===== src/rtl/bram1be_client_pkg.sv =====
// Shared helpers for the byte-enable BRAM client: read latency, widths and
// the response-depth legality rule.
package bram1be_client_pkg;

   function automatic int rd_latency(input int pipelined);
      return 1 + pipelined;
   endfunction

   function automatic int clog2(input int value);
      int r;
      int v;
      r = 0;
      v = value - 1;
      while (v > 0) begin
         r = r + 1;
         v = v >>> 1;
      end
      return r;
   endfunction

   // One slot per in-flight read plus one being drained.
   function automatic bit depth_ok(input int depth, input int pipelined);
      return depth >= rd_latency(pipelined) + 1;
   endfunction

endpackage


===== src/rtl/bram1be_rsp_fifo.sv =====
// First-word-fall-through response FIFO; DEPTH need not be a power of two.
module bram1be_rsp_fifo
   import bram1be_client_pkg::*;
#(
   parameter int DATA_WIDTH = 32,
   parameter int DEPTH      = 4
) (
   input  logic                           CLK,
   input  logic                           RST,
   input  logic                           i_push,
   input  logic [DATA_WIDTH-1:0]          i_push_data,
   input  logic                           i_pop,
   output logic                           o_valid,
   output logic [DATA_WIDTH-1:0]          o_data,
   output logic [clog2(DEPTH + 1)-1:0]    o_count
);

   localparam int PTR_W = (DEPTH > 1) ? clog2(DEPTH) : 1;
   localparam int CNT_W = clog2(DEPTH + 1);
   localparam logic [PTR_W-1:0] LAST = PTR_W'(DEPTH - 1);

   logic [DATA_WIDTH-1:0] r_mem [DEPTH];
   logic [PTR_W-1:0]      r_wr_ptr;
   logic [PTR_W-1:0]      r_rd_ptr;
   logic [CNT_W-1:0]      r_count;

   // Storage is left untouched by reset; only the bookkeeping clears.
   always_ff @(posedge CLK) begin
      if (i_push && !RST) begin
         r_mem[r_wr_ptr] <= i_push_data;
      end
   end

   always_ff @(posedge CLK) begin
      if (RST) begin
         r_wr_ptr <= '0;
         r_rd_ptr <= '0;
         r_count  <= '0;
      end else begin
         if (i_push) begin
            r_wr_ptr <= (r_wr_ptr == LAST) ? '0 : r_wr_ptr + 1'b1;
         end
         if (i_pop) begin
            r_rd_ptr <= (r_rd_ptr == LAST) ? '0 : r_rd_ptr + 1'b1;
         end
         case ({i_push, i_pop})
            2'b10:   r_count <= r_count + 1'b1;
            2'b01:   r_count <= r_count - 1'b1;
            default: r_count <= r_count;
         endcase
      end
   end

   assign o_valid = (r_count != '0);
   assign o_data  = r_mem[r_rd_ptr];
   assign o_count = r_count;

endmodule


===== src/rtl/bram1be_client.sv =====
// Initiator-side adapter for a single-port byte-enable BRAM: passes requests
// straight through, tracks read latency and buffers responses under credit.
module bram1be_client
   import bram1be_client_pkg::*;
#(
   parameter int ADDR_WIDTH = 10,
   parameter int DATA_WIDTH = 32,
   parameter int CHUNKSIZE  = 8,
   parameter int WE_WIDTH   = 4,
   parameter int PIPELINED  = 0,
   parameter int RESP_DEPTH = 4,
   parameter int WRITE_RSP  = 0
) (
   input  logic                  CLK,
   input  logic                  RST,
   input  logic                  REQ_VALID,
   output logic                  REQ_READY,
   input  logic [WE_WIDTH-1:0]   REQ_WE,
   input  logic [ADDR_WIDTH-1:0] REQ_ADDR,
   input  logic [DATA_WIDTH-1:0] REQ_DATA,
   output logic                  RSP_VALID,
   input  logic                  RSP_READY,
   output logic [DATA_WIDTH-1:0] RSP_DATA,
   output logic                  BRAM_EN,
   output logic [WE_WIDTH-1:0]   BRAM_WE,
   output logic [ADDR_WIDTH-1:0] BRAM_ADDR,
   output logic [DATA_WIDTH-1:0] BRAM_DI,
   input  logic [DATA_WIDTH-1:0] BRAM_DO
);

   localparam int L     = rd_latency(PIPELINED);
   localparam int CNT_W = clog2(RESP_DEPTH + 1);

   if (!depth_ok(RESP_DEPTH, PIPELINED)) begin : g_bad_depth
      $error("bram1be_client: RESP_DEPTH must be at least read latency + 1");
   end
   if (DATA_WIDTH != CHUNKSIZE * WE_WIDTH) begin : g_bad_width
      $error("bram1be_client: DATA_WIDTH must equal CHUNKSIZE * WE_WIDTH");
   end

   logic             w_fire;
   logic             w_rsp_exp;
   logic             w_credit_ok;
   logic             w_fifo_valid;
   logic             w_pop;
   logic [CNT_W-1:0] w_count;
   logic [L-1:0]     r_exp;

   // Credit uses the pre-pop count so acceptance never depends on RSP_READY.
   assign w_credit_ok = (int'(w_count) + $countones(r_exp)) < RESP_DEPTH;
   assign REQ_READY   = ~RST & w_credit_ok;
   assign w_fire      = REQ_VALID & REQ_READY;
   assign w_rsp_exp   = w_fire & (~|REQ_WE | (WRITE_RSP != 0));

   assign BRAM_EN   = w_fire;
   assign BRAM_WE   = REQ_WE & {WE_WIDTH{w_fire}};
   assign BRAM_ADDR = REQ_ADDR;
   assign BRAM_DI   = REQ_DATA;

   always_ff @(posedge CLK) begin
      if (RST) begin
         r_exp <= '0;
      end else begin
         r_exp <= (r_exp << 1) | L'(w_rsp_exp);
      end
   end

   assign RSP_VALID = ~RST & w_fifo_valid;
   assign w_pop     = RSP_VALID & RSP_READY;

   bram1be_rsp_fifo #(
      .DATA_WIDTH (DATA_WIDTH),
      .DEPTH      (RESP_DEPTH)
   ) u_fifo (
      .CLK         (CLK),
      .RST         (RST),
      .i_push      (r_exp[L-1]),
      .i_push_data (BRAM_DO),
      .i_pop       (w_pop),
      .o_valid     (w_fifo_valid),
      .o_data      (RSP_DATA),
      .o_count     (w_count)
   );

endmodule


===== config.mk =====
export PLATFORM = sky130hd
export DESIGN_NAME = bram1be_client
export DESIGN_NICKNAME = d
export VERILOG_FILES = /design/src/rtl/bram1be_client_pkg.sv /design/src/rtl/bram1be_rsp_fifo.sv /design/src/rtl/bram1be_client.sv
export SDC_FILE = /design/constraint.sdc
export NUM_CORES = 1
export LEC_CHECK = 0
export ABC_AREA = 1
export BUFFER_PORTS_ARGS = -buffer_cell sky130_fd_sc_hd__buf_2
export CELL_PAD_IN_SITES_DETAIL_PLACEMENT = 0
export CELL_PAD_IN_SITES_GLOBAL_PLACEMENT = 1
export CORE_ASPECT_RATIO = 0.8
export CORE_MARGIN = 2
export CORE_UTILIZATION = 44
export CTS_CLUSTER_SIZE = 30
export DETAILED_ROUTE_END_ITERATION = 10
export PLACE_DENSITY_LB_ADDON = 0.12
export RECOVER_POWER = 100
export SLEW_MARGIN = 10
export SYNTH_ARGS = -nofsm -noshare
export SYNTH_HDL_FRONTEND = slang
export SYNTH_SLANG_ARGS = --single-unit

===== constraint.sdc =====
create_clock -name CLK -period 4.3 [get_ports CLK]
set_clock_uncertainty 0.15 [all_clocks]
set_input_delay 0.215 -clock CLK [delete_from_list [all_inputs] [get_ports CLK]]
set_output_delay 0.215 -clock CLK [all_outputs]
set_load 0.01 [all_outputs]

==> results of run 1 <==
-- logic make-up (layout without fill, tap and decap cells) --
family          Yosys count  after routing
compound gates          104            104
fa+ha+maj                 7              7
buf+inv                  87            174
flops                   138            138
simple gates             97             97
-- area by class of cell --
| type | count | area, µm² | area share, % |
|---|---|---|---|
| inverter | 26 | 105 | 1.55 |
| timing repair buffer | 116 | 717 | 10.6 |
| multi-input combinational | 208 | 1050 | 15.4 |
| tap | 175 | 219 | 3.22 |
| clock buffer | 19 | 433 | 6.37 |
| clock inverter | 13 | 224 | 3.30 |
| sequential | 138 | 4050 | 59.6 |
-- worst max-delay path: stages --
cell,delay (ns)
dlygate4sd3_1,0.53
clkbuf_1,0.15
inv_1,0.24
nand2_1,0.22
nor2_2,1.49
-- metrics by stage --
stage | hold WS (ns) | setup WS (ns) | instances | utilization (%)
floorplan | 0.143 | 1.80 | 433 | -
global placement | 0.280 | 1.91 | 626 | 45.8
detailed placement | 0.280 | 1.89 | 626 | 45.8
CTS | 0.280 | 1.42 | 695 | 53.9
global route | 0.280 | 0.992 | 695 | 53.3
finish | 0.280 | 1.27 | 695 | 53.3
-- cell usage in the layout, fill, tap and decap left out, types with 2 or more instances in the layout --
cell	n
edfxtp_1	128
nor2_1	74
o21ai_0	64
clkbuf_1	43
dlygate4sd3_1	37
buf_2	37
o22ai_1	32
inv_1	25
clkbuf_16	17
nand2_1	11
dfxtp_1	9
ha_1	6
bufinv_16	6
nand3_1	5
nor2_2	4
a21oi_1	4
o21ai_1	3
nand4_1	3
clkinv_2	3
clkinv_4	2
-- cell usage after synthesis, drive strengths merged (3+ instances only) --
cell type  count
edfxtp       128
nor2          78
o21ai         67
buf           60
o22ai         32
inv           26
nand2         11
dfxtp         10
ha             6
nand3          5
a21oi          4
nand4          3
-- state kept, by name, summed over array words and instances, names as in the netlist, named ones only --
signal and cells:
u_fifo.r_wr_ptr 2, u_fifo.r_mem 128, u_fifo.r_rd_ptr 2, u_fifo.o_count 3, r_exp 1
-- repair_timing --
| action | in CTS | in global routing |
|---|---|---|
| hold buffers | 37 | 0 |
| endpoints found under the hold margin | 134 | 0 |
| buffers inserted | 0 | 0 |
-- power breakdown --
part	internal [µW]	total, µW	switching, µW	leakage (µW)
combinational	48.2	105	57.3	0.000858
sequential	1470	1480	7.81	0.00123
clock	1080	1610	530	0.000318
-- final timing paths --
path	cells after the start	from	slack, ns	endpoint
worst max-delay path	5	RST	1.27	u_fifo.r_mem[3][17]
worst min-delay path	0	REQ_ADDR[2]	0.28	BRAM_ADDR[2]
worst max register to register	2	r_exp	1.58	u_fifo.r_mem[3][17]
worst min register to register	2	u_fifo.r_wr_ptr[1]	0.38	u_fifo.r_wr_ptr[1]
-- layer usage --
layer / GRT usage [%] / part of all wire (%)
met3: 5.48 / 5.6
met2: 26.6 / 46
met5: 0 / 0
met1: 23.7 / 46
met4: 7.52 / 1.6
==> impl_metrics.env, run 1 <==
export IMPL_status="finished, violations left"
export IMPL_violations="max-capacitance violations, max-slew violations"
export IMPL_row_count=37
export IMPL_post_route_period_util_pct=70.4
export IMPL_drv_cap=4
export IMPL_synth_top_area_share_pct=67.9
export IMPL_port_buffers=78
export IMPL_cts_sink_count=138
export IMPL_clockRootBuffer="clkbuf_16"
export IMPL_ir_drop_mv=0.288
export IMPL_synth_compound_area_share_pct=9.95
export IMPL_ant_nets=0
export IMPL_area_growth_syn_to_layout_pct=20.0
export IMPL_num_nets_final=596
export IMPL_rsz0062_at_grt="no"
export IMPL_synth_distinct_cells=21
export IMPL_setup_worst_path_end_class="flip-flop"
export IMPL_cp_arrival_ns=2.87
export IMPL_cts_buffers=17
export IMPL_design_area_um2=6790
export IMPL_finalMaxSlewViolations=132
export IMPL_grt_pass1_wl_um=17800
export IMPL_synthAdderAreaFrac_pct=1.68
export IMPL_cp_required_ns=4.14
export IMPL_critPathLaunchType="input pin"
export IMPL_fin_total_pwr_uw=3190
export IMPL_syn_area_um2=5660
export IMPL_gp_congestion=0.775
export IMPL_hold_viol_final=0
export IMPL_synthMuxAreaShare_pct=0
export IMPL_avgSynthCellArea_um2=13.1
export IMPL_core_region_area_um2=12700
export IMPL_grt_pass1_vias=3429
export IMPL_n_antenna_cell=0
export IMPL_yosys_area_share_simple_pct=6.72
export IMPL_synth_top_family_by_area="buffers and inverters"
export IMPL_start_util_pct=44.5
export IMPL_hp_class="input pin to output pin"
export IMPL_drcViolationCount=0
export IMPL_fp_dieArea_um2=13800
export IMPL_gr_usage_all_layers_pct=17.7
export IMPL_seq_area_frac_synth_pct=71.4
export IMPL_maxSlewHeadroom_pct=-31.3
export IMPL_crit_path_max_fanout=32
export IMPL_clockBufferDepth=2
export IMPL_ios=163
export IMPL_dr_pass1_iters=5
export IMPL_min_period_ns=3.03
export IMPL_grt_max_degree=66
export IMPL_setup_tns_ns=0
export IMPL_synth_edf_count=128
export IMPL_max_slew_worst_pin_slew_ns=1.97
export IMPL_drt_total_wl_um=11300
export IMPL_cts_htree_levels=4
export IMPL_synth_xor_area_share_pct=0
export IMPL_die_x_um=131
export IMPL_syn_nets=522
export IMPL_cts_resized=0
export IMPL_clk_pin_slew_ns=0.05
export IMPL_via_count=3481
export IMPL_powerDensity_nw_per_um2=470
export IMPL_ys_ff_latch=138
export IMPL_clock_latency_ns=0.41
export IMPL_avgRoutedWirePerCell_um=16.3
export IMPL_die_y_um=105
export IMPL_drive_above_1_share_pct=14.0
export IMPL_place_hpwl_um=6090
export IMPL_finalSetupViolations=0
export IMPL_cts_tree="built"
export IMPL_max_freq_mhz=330
export IMPL_antenna_found_initial=0
export IMPL_synth_area_leader_cell="edfxtp_1"
export IMPL_drt_iter0_markers=363
export IMPL_grt_overflow=0
export IMPL_netlist_top_cells_area="edfxtp_1, buf_4, nor2_1, dfxtp_1, o22ai_1"
export IMPL_p_leak_uw=0.00241
export IMPL_syn_inst=433
export IMPL_viasPerCell=5.01
export IMPL_yosys_warnings=0
export IMPL_ys_async_sr_fraction_pct=0
export IMPL_placed_area_um2=5840
export IMPL_fillCellCount=1104
export IMPL_synth_top_flop_cell="edfxtp_1"
export IMPL_path_class="input pin to flip-flop"
(Power assumes the default switching activity.)
==> run 2: changes to the inputs <==
--- a/config.mk
+++ b/config.mk
@@ -11,7 +11,7 @@
 export CELL_PAD_IN_SITES_GLOBAL_PLACEMENT = 1
 export CORE_ASPECT_RATIO = 0.8
 export CORE_MARGIN = 2
-export CORE_UTILIZATION = 44
+export CORE_UTILIZATION = 41
 export CTS_CLUSTER_SIZE = 30
 export DETAILED_ROUTE_END_ITERATION = 10
 export PLACE_DENSITY_LB_ADDON = 0.12
==> constraint.sdc (replaced) <==
create_clock -name CLK -period 3 [get_ports CLK]
set_clock_uncertainty 0.15 [all_clocks]
set_input_delay 0.15 -clock CLK [delete_from_list [all_inputs] [get_ports CLK]]
set_output_delay 0.15 -clock CLK [all_outputs]
set_load 0.01 [all_outputs]
==> run 2 against run 1 <==
Effect of this change: the flow now finishes without violations; worst hold slack worse by 0.13 ns; total power grew 42%; flip-flop and latch count stayed put; via count shrank 1.9%; sequential share of layout area fell by 0.28 points; routed wire length is 1.3% lower; core utilization is 2.8 points lower; largest cell class unchanged.
==> impl_metrics.env, run 2 (same netlist as run 1, synthesis figures left out) <==
export IMPL_status="completed"
export IMPL_clockRootBuffer="clkbuf_16"
export IMPL_cp_required_ns=2.91
export IMPL_path_delay_family="buffers and inverters"
export IMPL_grt_pass1_vias=3389
export IMPL_grt_overflow=0
export IMPL_finalSetupViolations=0
export IMPL_crit_buf_inv=4
export IMPL_ir_drop_mv=0.401
export IMPL_path_class="input pin to flip-flop"
export IMPL_post_route_period_util_pct=83.0
export IMPL_crit_path_max_fanout=26
export IMPL_drcViolationCount=0
export IMPL_via_count=3415
export IMPL_cts_buffers=17
export IMPL_grt_max_degree=65
export IMPL_cts_htree_levels=4
export IMPL_cts_tree="built"
export IMPL_p_leak_uw=0.00237
export IMPL_drt_iter0_markers=215
export IMPL_ios=163
export IMPL_drv_cap=0
export IMPL_area_growth_syn_to_layout_pct=20.5
export IMPL_cpMaxStageDelayCell="nor2_1"
export IMPL_fin_total_pwr_uw=4530
export IMPL_maxSlewHeadroom_pct=33.2
export IMPL_die_x_um=135
export IMPL_fillCellCount=1245
export IMPL_grt_pass1_wl_um=17500
export IMPL_min_period_ns=2.49
export IMPL_final_common_cell="edfxtp_1"
export IMPL_gr_usage_all_layers_pct=16.2
export IMPL_max_slew_worst_pin_slew_ns=1.00
export IMPL_ant_nets=0
export IMPL_gp_congestion=0.848
export IMPL_viasPerCell=4.82
export IMPL_die_y_um=109
export IMPL_postCtsSetupBuffers=0
export IMPL_cp_cell_sequence="dlygate4sd3_1 > clkbuf_1 > inv_1 > nand2_1 > nor2_1 > buf_4"
export IMPL_drt_total_wl_um=11200
export IMPL_max_stage_delay_ns=0.58
export IMPL_row_count=38
export IMPL_top_register="u_fifo.r_mem"
export IMPL_num_nets_final=604
export IMPL_rsz0062_at_grt="no"
export IMPL_setup_tns_ns=0
export IMPL_dr_pass1_iters=4
export IMPL_largest_reg_flops=128
export IMPL_cp_arrival_ns=2.40
export IMPL_hp_class="input pin to output pin"
export IMPL_max_freq_mhz=402
export IMPL_dp_cells=639
export IMPL_fp_dieArea_um2=14800
export IMPL_critPathLaunchType="input pin"
export IMPL_place_hpwl_um=6690
export IMPL_setup_worst_path_end_class="flip-flop"
export IMPL_finalMaxSlewViolations=0
export IMPL_antenna_found_initial=0
export IMPL_mostFrequentLayoutCells="edfxtp_1, nor2_1, clkbuf_1, o21ai_0, dlygate4sd3_1"
export IMPL_avgRoutedWirePerCell_um=15.8
export IMPL_powerDensity_nw_per_um2=664
export IMPL_n_antenna_cell=0
export IMPL_drive_above_1_share_pct=11.4
export IMPL_clockBufferDepth=2
export IMPL_clk_pin_slew_ns=0.05
export IMPL_hold_viol_final=0
export IMPL_port_buffers=78
export IMPL_cts_sink_count=138
export IMPL_core_region_area_um2=13500
export IMPL_clock_latency_ns=0.41
export IMPL_start_util_pct=41.9
export IMPL_instances_no_fill=708
-- run 2: where the power goes --
part / switching (µW) / internal (µW)
Clock: 782 / 1480
Combinational: 90.5 / 68.0
Sequential: 5.22 / 2100
-- run 2: worst paths after layout --
| path | from | endpoint | slack, ns | cells past startpoint |
|---|---|---|---|---|
| max reg2reg | r_exp | u_fifo.r_mem[0][4] | 0.80 | 3 |
| min | REQ_DATA[10] | BRAM_DI[10] | 0.15 | 0 |
| max | RST | u_fifo.r_mem[0][4] | 0.51 | 6 |
| min reg2reg | r_exp | u_fifo.r_wr_ptr[0] | 0.40 | 1 |
-- run 2: metal layers --
| metal | part of all wire [%] | up-vias | global-route usage [%] |
|---|---|---|---|
| met3 | 6.0 | 21 | 4.93 |
| li1 | - | 1680 | - |
| met1 | 46 | 1614 | 21.2 |
| met5 | 0 | - | 0 |
| met2 | 47 | 100 | 25.4 |
| met4 | 1.3 | 0 | 6.47 |
-- run 2: layout make-up --
class	count	area, µm²	area share (%)
clock buffers	17	425	6.24
well taps	180	225	3.30
flip-flops and latches	138	4050	59.3
inverters	26	105	1.54
clock inverters	15	224	3.28
repair buffers	124	736	10.8
multi-input cells	208	1060	15.5
-- run 2: stage by stage --
step / utilization, % / setup WS [ns] / cell area [µm²] / hold slack [ns]
global route: 50.5 / 0.321 / 6820 / 0.150
floorplan: - / 0.498 / 5660 / 0.0785
CTS: 51.3 / 0.715 / 6920 / 0.150
finish: 50.5 / 0.509 / 6820 / 0.150
detailed placement: 43.7 / 1.00 / 5900 / 0.150
global placement: 43.7 / 1.06 / 5900 / 0.150
-- run 2: repair_timing --
action                    4_1_cts  5_1_grt
hold endpoints to repair      138        0
hold buffers                   37        0
gates resized for setup         0        0
==> run 3: changes to the inputs <==
--- a/config.mk
+++ b/config.mk
@@ -5,13 +5,13 @@
 export SDC_FILE = /design/constraint.sdc
 export NUM_CORES = 1
 export LEC_CHECK = 0
-export ABC_AREA = 1
+export ABC_AREA = 0
 export BUFFER_PORTS_ARGS = -buffer_cell sky130_fd_sc_hd__buf_2
 export CELL_PAD_IN_SITES_DETAIL_PLACEMENT = 0
 export CELL_PAD_IN_SITES_GLOBAL_PLACEMENT = 1
 export CORE_ASPECT_RATIO = 0.8
 export CORE_MARGIN = 2
-export CORE_UTILIZATION = 41
+export CORE_UTILIZATION = 43
 export CTS_CLUSTER_SIZE = 30
 export DETAILED_ROUTE_END_ITERATION = 10
 export PLACE_DENSITY_LB_ADDON = 0.12
==> constraint.sdc (replaced) <==
create_clock -name CLK -period 2.36 [get_ports CLK]
set_clock_uncertainty 0.15 [all_clocks]
set_input_delay 0.118 -clock CLK [delete_from_list [all_inputs] [get_ports CLK]]
set_output_delay 0.118 -clock CLK [all_outputs]
set_load 0.01 [all_outputs]
==> run 3 against run 2 <==
Effect of this change: first-iteration DRC count decreased by 35%; critical path depth unchanged; largest power group unchanged; routed wire length decreased by 15%; core utilization increased by 2.4 points; largest cell class unchanged; critical path type is now input pin to output pin.
==> impl_metrics.env, run 3 <==
export IMPL_cp_required_ns=2.09
export IMPL_max_stage_delay_ns=0.63
export IMPL_dr_pass1_iters=4
export IMPL_crit_path_max_fanout=10
export IMPL_gr_usage_all_layers_pct=14.7
export IMPL_cts_sink_count=138
export IMPL_hp_class="input pin to flip-flop"
export IMPL_synth_most_common_cell="edfxtp_1"
export IMPL_critPathLaunchType="input pin"
export IMPL_globalRouteMet2Util_pct=22.2
export IMPL_die_y_um=106
export IMPL_setup_tns_ns=0
export IMPL_num_nets_final=450
export IMPL_final_common_cell="edfxtp_1"
export IMPL_grt_overflow=0
export IMPL_n_antenna_cell=0
export IMPL_busiest_layer="met2"
export IMPL_top_register="u_fifo.r_mem"
export IMPL_drt_iter0_markers=139
export IMPL_grt_pass1_wl_um=14700
export IMPL_synth_commonest_cells="edfxtp_1, buf_4, mux4_2"
export IMPL_rsz0062_at_grt="no"
export IMPL_row_count=37
export IMPL_avgRoutedWirePerCell_um=17.3
export IMPL_place_hpwl_um=5590
export IMPL_finalSetupViolations=0
export IMPL_ant_nets=0
export IMPL_gp_congestion=0.666
export IMPL_largest_reg_flops=128
export IMPL_die_x_um=131
export IMPL_syn_nets=357
export IMPL_status="completed"
export IMPL_drcViolationCount=0
export IMPL_fp_dieArea_um2=13800
export IMPL_syn_area_um2=5550
export IMPL_maxSlewHeadroom_pct=42.3
export IMPL_synth_area_leader_cell="edfxtp_1"
export IMPL_clockRootBuffer="clkbuf_16"
export IMPL_mostFrequentLayoutCells="edfxtp_1, clkbuf_1, dlygate4sd3_1, mux4_2, clkbuf_16"
export IMPL_clockBufferDepth=2
export IMPL_drv_cap=0
export IMPL_syn_inst=268
export IMPL_cp_cell_sequence="dlygate4sd3_1 > clkbuf_1 > buf_2 > a311oi_1 > and3_1 > clkbuf_1"
export IMPL_ir_drop_mv=0.553
export IMPL_use_met1_pct=19.1
export IMPL_grt_max_degree=33
export IMPL_dp_cells=482
export IMPL_cts_buffers=17
export IMPL_ios=163
export IMPL_cts_htree_levels=4
export IMPL_min_period_ns=2.28
export IMPL_cp_common_cell="clkbuf_1"
export IMPL_ys_async_sr_fraction_pct=0
export IMPL_hold_viol_final=0
export IMPL_hold_start="RSP_READY"
export IMPL_reg2reg_to="u_fifo.o_count[2]"
export IMPL_synth_top_area_share_pct=69.2
export IMPL_viasPerCell=4.78
export IMPL_finalMaxSlewViolations=0
export IMPL_synth_edf_count=128
export IMPL_cp_arrival_ns=2.01
export IMPL_grt_use_met3_pct=5.63
export IMPL_seq_area_frac_synth_pct=72.8
export IMPL_max_freq_mhz=438
export IMPL_post_route_period_util_pct=96.7
export IMPL_path_class="input pin to output pin"
export IMPL_place_ws_ns=0.139
export IMPL_port_buffers=78
export IMPL_avgSynthCellArea_um2=20.7
export IMPL_cpMaxStageDelayCell="a311oi_1"
export IMPL_grt_pass1_vias=2738
export IMPL_powerDensity_nw_per_um2=819
export IMPL_max_slew_worst_pin_slew_ns=0.865
export IMPL_clk_pin_slew_ns=0.06
export IMPL_postCtsSetupBuffers=0
export IMPL_instances_no_fill=549
export IMPL_via_count=2624
export IMPL_netlist_top_cells_area="edfxtp_1, mux4_2, buf_4, dfxtp_1, ha_1"
export IMPL_r2r_start="u_fifo.o_count[0]"
export IMPL_antenna_found_initial=0
export IMPL_ys_ff_latch=138
export IMPL_setup_worst_path_end_class="output pin"
export IMPL_r2r_cells=8
export IMPL_area_growth_syn_to_layout_pct=21.3
export IMPL_r2r_slack_ns=0.23
export IMPL_start_util_pct=43.6
export IMPL_clock_latency_ns=0.40
export IMPL_drive_above_1_share_pct=26.2
export IMPL_core_region_area_um2=12700
export IMPL_yosys_warnings=0
export IMPL_p_leak_uw=0.00220
export IMPL_setup_ws_ns=0.0783
export IMPL_cts_tree="built"
export IMPL_synth_top_flop_cell="edfxtp_1"
export IMPL_synth_distinct_cells=26
export IMPL_hold_path_cell_count=3
export IMPL_drt_total_wl_um=9500
==> run 3: cell types whose count changed in the layout (fill, tap and decap cells not counted), moves of 5 or more <==
cell,previous run,this run
nor2_1,75,8
o21ai_0,43,1
o22ai_1,32,0
mux4_2,0,30
o21ai_1,24,0
inv_1,24,6
nand2_1,11,0
and3_1,0,5
clkbuf_1,64,59
clkbuf_2,3,8
nand3_1,5,0
==> run 3: cell type report <==
class | count | area, µm²
fillers | 1049 | 5990
clock buffers | 18 | 429
clock inverters | 14 | 179
repair buffers | 124 | 781
well taps | 175 | 219
inverters | 6 | 22.5
flip-flops and latches | 138 | 4050
multi-input cells | 74 | 1060
==> run 3: worst max path at each step <==
stage / end / slack [ns] / depth (start not counted) / start
6_report: BRAM_WE[1] / 0.08 / 6 / RST
3_5_place_dp: u_fifo.o_count[2] / 0.14 / 8 / u_fifo.o_count[0]
4_1_cts: u_fifo.o_count[2] / 0.10 / 8 / u_fifo.o_count[0]
5_1_grt: BRAM_WE[0] / 0.003 / 6 / RST
2_1_floorplan: u_fifo.o_count[2] / 0.25 / 8 / u_fifo.o_count[0]
3_3_place_gp: u_fifo.o_count[2] / 0.17 / 8 / u_fifo.o_count[2]
==> run 3: metrics by stage <==
| step | power [µW] | utilization [%] | area, µm² | hold slack (ns) |
|---|---|---|---|---|
| finish | 5520 | 52.9 | 6740 | 0.0531 |
| global route | 5700 | 52.9 | 6740 | 0.0582 |
| CTS | 5580 | 53.8 | 6850 | 0.0366 |
| detailed placement | 2830 | 46.3 | 5890 | 0.0861 |
| global placement | 2830 | 46.3 | 5890 | 0.0861 |
| floorplan | 2840 | - | 5550 | 0.0669 |
==> run 3: report_power, final <==
part	internal, µW	switching [µW]
Sequential	2670	2.62
Clock	1750	951
Combinational	74.3	63.3
==> run 3: layer usage <==
layer	vias to the layer above	routed length, µm
met2	73	4490
met1	1329	4270
met4	0	166
li1	1203	-
met3	19	572
met5	-	0
==> run 3: repair_timing <==
| item | in CTS | in global routing |
|---|---|---|
| setup endpoints to repair | 0 | 1 |
| hold buffers | 35 | 0 |
| resized for setup | 0 | 4 |
| hold endpoints to repair | 138 | 0 |
==> run 3: kinds of logic (layout without fill, tap and decap cells) <==
kind of cell | after synthesis | in the layout | share of synthesized area (%)
AOI/OAI and AO/OA | 5 | 5 | 0.834
xor gates and xnor gates | 2 | 2 | 0.316
adders and majority gates | 7 | 7 | 1.71
buffers and inverters | 56 | 162 | 7.84
DFF | 138 | 138 | 72.8
muxes | 35 | 35 | 13.7
and+or+nand+nor | 25 | 25 | 2.77
==> run 3: worst max-delay path, delay by kind of cell <==
family | cells | cell delay (ns)
AO/OA/AOI/OAI | 1 | 0.63
AND/OR/NAND/NOR | 1 | 0.25
buffers and inverters | 4 | 1.01
